[src/rtl/imem_loader_if.sv]
// imem_loader_if: byte-stream input and instruction-memory write port of the loader.
//   byte_data/byte_valid/byte_ready : program image stream with a valid/ready handshake
//   mem_we/mem_addr/mem_wdata        : instruction-memory write port (byte addresses)
// Modports: slave = the loader itself, master = the stream source / memory side.
interface imem_loader_if;
  logic [7:0]  byte_data;
  logic        byte_valid;
  logic        byte_ready;
  logic        mem_we;
  logic [31:0] mem_addr;
  logic [31:0] mem_wdata;

  modport master (
    output byte_data, byte_valid,
    input  byte_ready, mem_we, mem_addr, mem_wdata
  );

  modport slave (
    input  byte_data, byte_valid,
    output byte_ready, mem_we, mem_addr, mem_wdata
  );
endinterface

[src/rtl/imem_loader.sv]
// imem_loader: loads a program image into the instruction memory from a byte stream.
// Stream format: big-endian word count header, then count big-endian 32-bit words.
// Optional feature: define IMEM_LOADER_CHECKSUM_EN to require one trailer byte that must
// equal the XOR of all data bytes; a mismatch ends the load in the error state.
// Ports:
//   clk, rst_n   : clock, asynchronous active-low reset
//   start_i      : single-cycle pulse, honoured only when idle, done or in error
//   bus          : stream handshake and memory write port (imem_loader_if.slave)
//   cpu_hold_o   : pipeline stall request while a load is in progress or has failed
//   done_o       : last load completed successfully
//   error_o      : last load aborted
module imem_loader #(
  parameter int unsigned ADDR_W    = 8,
  parameter int unsigned HDR_BYTES = 2
) (
  input  logic         clk,
  input  logic         rst_n,
  input  logic         start_i,
  imem_loader_if.slave bus,
  output logic         cpu_hold_o,
  output logic         done_o,
  output logic         error_o
);

  localparam int unsigned CntW  = 8 * HDR_BYTES;
  localparam int unsigned Depth = 2 ** ADDR_W;

  typedef enum logic [2:0] {
    StIdle, StHdrHi, StHdrLo, StData, StWrite, StDone, StErr, StChk
  } state_e;

  state_e              state_q, state_d;
  logic [CntW-1:0]     count_q, count_d;
  logic [ADDR_W-1:0]   idx_q, idx_d;
  logic [1:0]          lane_q, lane_d;
  logic [23:0]         word_q, word_d;   // first three bytes of the word being assembled
  logic [31:0]         addr_q, addr_d;
  logic [31:0]         wdata_q, wdata_d;
`ifdef IMEM_LOADER_CHECKSUM_EN
  logic [7:0]          csum_q, csum_d;
`endif

  logic ready, fire;
  state_e last_next;

`ifdef IMEM_LOADER_CHECKSUM_EN
  assign last_next = StChk;
  assign ready = (state_q == StHdrHi) || (state_q == StHdrLo) || (state_q == StData) ||
                 (state_q == StChk);
`else
  assign last_next = StDone;
  assign ready = (state_q == StHdrHi) || (state_q == StHdrLo) || (state_q == StData);
`endif

  assign fire = bus.byte_valid & ready;

  always_comb begin
    state_d = state_q;
    count_d = count_q;
    idx_d   = idx_q;
    lane_d  = lane_q;
    word_d  = word_q;
    addr_d  = addr_q;
    wdata_d = wdata_q;
`ifdef IMEM_LOADER_CHECKSUM_EN
    csum_d  = csum_q;
`endif
    unique case (state_q)
      StIdle, StDone, StErr: begin
        if (start_i) begin
          state_d = StHdrHi;
          idx_d   = '0;
`ifdef IMEM_LOADER_CHECKSUM_EN
          csum_d  = '0;
`endif
        end
      end
      StHdrHi: begin
        if (fire) begin
          count_d = CntW'(bus.byte_data);
          state_d = StHdrLo;
        end
      end
      StHdrLo: begin
        if (fire) begin
          count_d = {count_q[CntW-9:0], bus.byte_data};
          lane_d  = '0;
          if (count_d == '0) begin
            state_d = last_next;
          end else if (32'(count_d) > Depth) begin
            state_d = StErr;
          end else begin
            state_d = StData;
          end
        end
      end
      StData: begin
        if (fire) begin
          word_d = {word_q[15:0], bus.byte_data};
          lane_d = lane_q + 2'd1;
`ifdef IMEM_LOADER_CHECKSUM_EN
          csum_d = csum_q ^ bus.byte_data;
`endif
          if (lane_q == 2'd3) begin
            // Capture address and word here so they hold steady outside the write cycle.
            state_d = StWrite;
            addr_d  = 32'({idx_q, 2'b00});
            wdata_d = {word_q, bus.byte_data};
          end
        end
      end
      StWrite: begin
        // The index is not advanced past the last word so a full memory never wraps it.
        if (CntW'(idx_q) == count_q - CntW'(1)) begin
          state_d = last_next;
        end else begin
          idx_d   = idx_q + 1'b1;
          state_d = StData;
        end
      end
`ifdef IMEM_LOADER_CHECKSUM_EN
      StChk: begin
        if (fire) begin
          state_d = (bus.byte_data == csum_q) ? StDone : StErr;
        end
      end
`endif
      default: state_d = StIdle;
    endcase
  end

  always_ff @(posedge clk or negedge rst_n) begin
    if (!rst_n) begin
      state_q <= StIdle;
      count_q <= '0;
      idx_q   <= '0;
      lane_q  <= '0;
      word_q  <= '0;
      addr_q  <= '0;
      wdata_q <= '0;
`ifdef IMEM_LOADER_CHECKSUM_EN
      csum_q  <= '0;
`endif
    end else begin
      state_q <= state_d;
      count_q <= count_d;
      idx_q   <= idx_d;
      lane_q  <= lane_d;
      word_q  <= word_d;
      addr_q  <= addr_d;
      wdata_q <= wdata_d;
`ifdef IMEM_LOADER_CHECKSUM_EN
      csum_q  <= csum_d;
`endif
    end
  end

  always_comb begin
    bus.byte_ready = ready;
    bus.mem_we     = (state_q == StWrite);
    bus.mem_addr   = addr_q;
    bus.mem_wdata  = wdata_q;
    cpu_hold_o     = (state_q != StIdle) && (state_q != StDone);
    done_o         = (state_q == StDone);
    error_o        = (state_q == StErr);
  end

endmodule

[src/flat_wrapper.sv]
// flat-port wrapper written by rule: the top's interface ports become plain ports
module imem_loader_flat 
#(
  parameter int unsigned ADDR_W    = 8,
  parameter int unsigned HDR_BYTES = 2
)
  (clk, rst_n, start_i, cpu_hold_o, done_o, error_o, bus_byte_data, bus_byte_valid, bus_byte_ready, bus_mem_we, bus_mem_addr, bus_mem_wdata);
  imem_loader_if bus_i ();
  input  logic clk;
  input  logic rst_n;
  input  logic start_i;
  output logic cpu_hold_o;
  output logic done_o;
  output logic error_o;
  input wire logic [$bits(bus_i.byte_data)-1:0] bus_byte_data;
  input wire logic [$bits(bus_i.byte_valid)-1:0] bus_byte_valid;
  output wire logic [$bits(bus_i.byte_ready)-1:0] bus_byte_ready;
  output wire logic [$bits(bus_i.mem_we)-1:0] bus_mem_we;
  output wire logic [$bits(bus_i.mem_addr)-1:0] bus_mem_addr;
  output wire logic [$bits(bus_i.mem_wdata)-1:0] bus_mem_wdata;
  assign bus_i.byte_data = bus_byte_data;
  assign bus_i.byte_valid = bus_byte_valid;
  assign bus_byte_ready = bus_i.byte_ready;
  assign bus_mem_we = bus_i.mem_we;
  assign bus_mem_addr = bus_i.mem_addr;
  assign bus_mem_wdata = bus_i.mem_wdata;
  imem_loader #(.ADDR_W(ADDR_W), .HDR_BYTES(HDR_BYTES)) u_core (.clk(clk), .rst_n(rst_n), .start_i(start_i), .bus(bus_i), .cpu_hold_o(cpu_hold_o), .done_o(done_o), .error_o(error_o));
endmodule
[config.mk]
export PLATFORM = sky130hd
export DESIGN_NAME = imem_loader_flat
export DESIGN_NICKNAME = d
export VERILOG_FILES = /design/src/rtl/imem_loader_if.sv /design/src/rtl/imem_loader.sv /design/src/flat_wrapper.sv
export SDC_FILE = /design/constraint.sdc
export NUM_CORES = 1
export LEC_CHECK = 0
export ABC_AREA = 1
export BUFFER_PORTS_ARGS = -buffer_cell sky130_fd_sc_hd__buf_2
export CAP_MARGIN = 25
export CORE_ASPECT_RATIO = 1.25
export CORE_MARGIN = 3
export CORE_UTILIZATION = 40
export CTS_BUF_LIST = sky130_fd_sc_hd__clkbuf_8 sky130_fd_sc_hd__clkbuf_16
export DETAILED_ROUTE_END_ITERATION = 7
export MAX_ROUTING_LAYER = met4
export PLACE_DENSITY_LB_ADDON = 0.3
export SLEW_MARGIN = 0
export SYNTH_ARGS = -nofsm -noshare
export SYNTH_HDL_FRONTEND = slang
export SYNTH_SLANG_ARGS = --single-unit
[constraint.sdc]
create_clock -name clk -period 2.5 [get_ports clk]
set_input_delay 0.25 -clock clk [delete_from_list [all_inputs] [get_ports clk]]
set_output_delay 0.25 -clock clk [all_outputs]
set_load 0.03 [all_outputs]
# After elaboration in Yosys (flattened, before gate mapping)
# Index checks and enable logic that the tools add are counted.
# W data, S select, Z words.
# word_totals
ff_bits	93
inputBits	12
out_inout_bits	69
elab_cells	61
# op_classes
add_sub_neg	3
n_lt_le_gt_ge	1
n_eq_ne	15
mux	18
bitwise_logic	1
reduce_logical	16
# op_table
cell	count
$mux W16	2
$pmux W16 S2	1
$mux W3	8
$eq A8 B16 Y1	1
$gt A16 B9 Y1 const B	1
$logic_not A16 Y1	1
$mux W8	2
$pmux W8 S2	1
$sub A16 B1 Y16 const B	1
$pmux W3 S5	1
$reduce_and A3 Y1	4
$eq A3 B3 Y1 const B	3
$add A8 B1 Y8 const B	1
$eq A3 B2 Y1 const B	2
$ne A2 B1 Y1 const B	3
$ne A2 B2 Y1 const B	3
$reduce_bool A2 Y1	3
$reduce_and A5 Y1	1
$mux W2	2
$pmux W2 S2	1
$eq A3 B1 Y1 const B	1
$logic_not A3 Y1	1
$ne A3 B3 Y1 const B	1
$reduce_bool A3 Y1	1
other kinds (7)	8

# Depth between registers and ports, before layout
# logic_depth
ltp_word	6
depth_mapped	15

# Least setup slack after synthesis
# Ideal clock, no wire load.
# synth_path
path_type	register to register
from	register u_core.state_q[0]
to	register u_core.idx_q[2]
setup_time_ns	0.117
arrival_ns	1.665
t_required_ns	2.383
setup_slack_ns	0.719
stages_incl_launch_ff	11
path_buffers	0
path_cell_list	dfrtp_1 > inv_1 > nor2_1 > o21ai_1 > o21ai_1 > nand2_1 > inv_2 > nor2_4 > nand2_4 > nand2_1 > nand2_1
# synth_between
elab_chain_len	4
# synth_lines
element	line	text
from (decl)	imem_loader.sv:32	state_e state_q, state_d;
from (signal assigned)	imem_loader.sv:134	state_q <= StIdle;
from (signal assigned)	imem_loader.sv:145	state_q <= state_d;
$eq A3 B3 Y1 / $logic_not A3 Y1 (equally long branches)	imem_loader.sv:68	unique case (state_q)
$reduce_or A3 Y1	imem_loader.sv:68	
$ne A2 B2 Y1 (no line) / $reduce_bool A2 Y1 (equally long branches)	n/a	
$reduce_and A3 Y1 (no line)	n/a	
to (signal assigned)	imem_loader.sv:147	idx_q <= idx_d;
to (decl)	imem_loader.sv:34	logic [ADDR_W-1:0] idx_q, idx_d;
# Parallel ways exist; a longest one is shown, timed or not.
# A chain may end at the register's enable or synchronous reset.

# Worst setup path after layout
# layout_path
from	register u_core.count_q[0]
to	register u_core.idx_q[6]
# layout_between
elab_chain_len	4
# layout_lines
element	line	text
from (decl)	imem_loader.sv:33	logic [CntW-1:0] count_q, count_d;
from (signal assigned)	imem_loader.sv:146	count_q <= count_d;
$sub A16 B1 Y16	imem_loader.sv:114	if (CntW'(idx_q) == count_q - CntW'(1)) begin
$eq A8 B16 Y1	imem_loader.sv:114	
$ne A2 B2 Y1 (no line)	n/a	
$reduce_and A3 Y1 (no line)	n/a	
# No other way between the ends.

==> metrics.cfg <==
[run_status]
status=complete, no violations

[yosys]
synthTopCellsByArea=dfrtp_1 51%, nand2_1 13%, o21ai_0 5.7%
synth-seq-area-share_pct=50.7
async_reset_ff_share_pct=100
ys_warn_count=0
synth_cell_types=33
synth_top_area_share_pct=50.7
yosys.area_share.simple_pct=24.8
synth_compound_area_share_pct=8.81
synthesis.area_mm2=0.00459
synth_top_family_by_area=simple AND/OR/NAND/NOR gates
synth_edf_count=0
ys.flop_type=dfrtp_1
synth_mux_area_share_pct=1.47
synth_cells=554
syn_area_per_cell_um2=8.28
synthXorXnorAreaFrac_pct=1.72
synth_fa_ha_area_share_pct=1.09
yosys.area.top_type=dfrtp_1
synth-seq-cells=93

[floorplanning]
std_cell_rows=43
die_h_um=126
core_area_mm2=0.0111
pin_count=81
die-area_mm2=0.0128
die_width_um=102
initial_core_util_pct=41.2

[worst_setup_path]
crit_arrival_ns=2.27
cpMaxStageDelayCell=dfrtp_1
crit_family=simple AND/OR/NAND/NOR gates
critPathMaxFanout=8
max_stage_delay_ns=0.42
crit_path_cell_trace=inv_1 > ha_1 > nand2_1 > nor2_1 > nand2_1 > nand2_1 > nand2_1 > nor2_1 > nand3_2 > nor2_4 > nand3_4 > nand2_4 > nand2_1 > nand2_1
cp.required_ns=2.78
cp-end-kind=flip-flop
start_kind=flip-flop
worstSetupPathType=reg2reg
worst_path_most_repeated_cell=nand2_1
critPathBufInv=1

[power]
ir_worst_vdd_mv=0.643
p_seq_share_pct=39.2
intPower_uw=3400
power.switching_uw=2500
p_leak_uw=0.00275
power_density_mw_per_mm2=1130
pwr-share-comb_pct=38.1
power_frac_clock_pct=22.7
swShare_pct=42.3

[cts]
cts_tree=yes
root_buffer=clkbuf_16
path_clk_slew_ns=0.07
h-tree-depth=3
clk_latency_ns=0.34
cts_sinks=93
cts_made_buffers=9
cts_resized=0
clock_path_buffers=2

[sta]
finalHoldViolCount=0
fin_skew_ns=0.00859
fmax_ghz=0.502
postLayoutSetupSlackWorst_ns=0.509
slew_headroom_pct=48.0
min_period_ns=1.99
rsz0062_at_grt=no
worst_pin_slew_ns=0.778
finalMaxSlewViolations=0
period_share_pct=79.7
setup_viol=0
tns_ns=0

[final_layout]
mostFrequentLayoutCell=nand2_1
drive_gt1_share_pct=18.0
regArea_mm2=0.00233
final_cell_mix=164 x nand2_1, 93 x dfrtp_1, 61 x inv_1, 55 x buf_2, 52 x o21ai_0
multi_input_area_mm2=0.00183
area_delta_synth_final_pct=13.7
antenna_cells=0
fillCellCount=1124
fin_nets=624

[route]
wire_per_inst_um=14.1
first_pass_iters=4
viasPerCell=4.78
drcViolationCount=0
via_count=3569
wl_um=10500
first_iter_violations=155
antenna_left=0

[grt]
grt_pass1_vias=3530
globalRouteTotalUtil_pct=17.9
grt_pass1_wl_um=17600
grt-ovfl-total=0
grt_max_degree=59
antenna_found_initial=0

[hold_path]
hold_path.class=in2reg

[placed_design]
place.gp.congestion=0.906
hpwl_um=7680
place_ws_ns=0.515
io_buffer_count=56

[run]
drv_cap=0

==> power by group through the flow <==
stage / logic (uW) / clock network [uW] / registers, uW
floorplan: 1590 / 0 / 2410
CTS: 2270 / 1360 / 2310
detailed placement: 2260 / 0 / 2340
global route: 2560 / 1420 / 2380
finish: 2250 / 1340 / 2320
global placement: 2230 / 0 / 2330
==> path summary, 6_finish.rpt <==
path / start / end / slack, ns / depth (start not counted)
max: u_core.count_q[0]$_DFFE_PN0P_ / u_core.idx_q[6]$_DFFE_PN0P_ / 0.51 / 14
min: bus_byte_data[6] / u_core.word_q[6]$_DFFE_PN0P_ / 0.14 / 3
max reg2reg: u_core.count_q[0]$_DFFE_PN0P_ / u_core.idx_q[6]$_DFFE_PN0P_ / 0.51 / 14
min reg2reg: u_core.word_q[23]$_DFFE_PN0P_ / u_core.word_q[23]$_DFFE_PN0P_ / 0.48 / 2
max in group asynchronous: rst_n / u_core.bus.mem_wdata[5]$_DFFE_PN0P_ / 1.42 / 3
min in group asynchronous: rst_n / u_core.word_q[17]$_DFFE_PN0P_ / 0.45 / 2
==> registers in the layout, indices dropped and copies added (netlist names) <==
name                  count
u_core.bus.mem_addr       8
u_core.idx_q              8
u_core.lane_q             2
u_core.bus.mem_wdata     32
u_core.state_q            3
u_core.word_q            24
u_core.count_q           16
==> Yosys cell counts, types with 3 or more instances <==
| library cell | instances |
|---|---|
| o21ai_0 | 52 |
| nand2_2 | 3 |
| buf_2 | 7 |
| buf_4 | 24 |
| nand2_1 | 165 |
| nand3_1 | 27 |
| o21ai_1 | 25 |
| ha_1 | 4 |
| inv_1 | 60 |
| mux2_2 | 6 |
| clkbuf_1 | 9 |
| xor2_1 | 6 |
| dfrtp_1 | 93 |
| nand4_1 | 4 |
| nand3_2 | 3 |
| nor2_1 | 30 |
| xnor2_1 | 3 |
| inv_2 | 6 |
| nor2_4 | 7 |
| nor2_2 | 4 |
==> per-layer routing <==
metal | up-vias | global-route usage [%] | routed length (um)
li1 | 1789 | - | -
met1 | 1685 | 23.2 | 4850
met2 | 81 | 28.2 | 5060
met3 | 14 | 2.99 | 402
met4 | 0 | 6.10 | 200
met5 | - | - | 0
==> stage by stage <==
| stage | power, uW | hold slack, ns | cell area [um^2] | instances | util [%] |
|---|---|---|---|---|---|
| global route | 6360 | 0.147 | 5220 | 746 | 46.9 |
| global placement | 4560 | 0.281 | 4930 | 731 | 44.3 |
| floorplan | 4000 | -0.0456 | 4670 | 577 | - |
| finish | 5900 | 0.145 | 5220 | 746 | 46.9 |
| CTS | 5950 | 0.137 | 5220 | 746 | 46.9 |
| detailed placement | 4600 | 0.283 | 4930 | 731 | 44.3 |
==> area by class of cell <==
cell class              instances  share of cell area (%)
well taps                     135                    3.24
clock inverters                 5                    1.05
inverters                      67                    4.84
clock buffers                   9                    4.32
flip-flops and latches         93                    44.6
repair buffers                 62                    6.81
multi-input cells             375                    35.1
==> what timing repair did <==
action                                  in CTS  in global routing
setup buffers                                0                  0
hold endpoints to repair                    42                  0
endpoints found under the setup margin       0                  0
hold buffers                                 1                  0
==> cell families after synthesis <==
| kind of cell | Yosys count |
|---|---|
| and+or+nand+nor | 252 |
| AOI/OAI and AO/OA | 80 |
| buffers and inverters | 109 |
| other | 1 |
| xor gates and xnor gates | 9 |
| muxes | 6 |
| adders and majority gates | 4 |
| DFF | 93 |
==> tightest hold or removal path: stages <==
cell,delay [ns]
buf_2,0.09
nand2_1,0.04
o21ai_0,0.06
(Power assumes the default switching activity.)
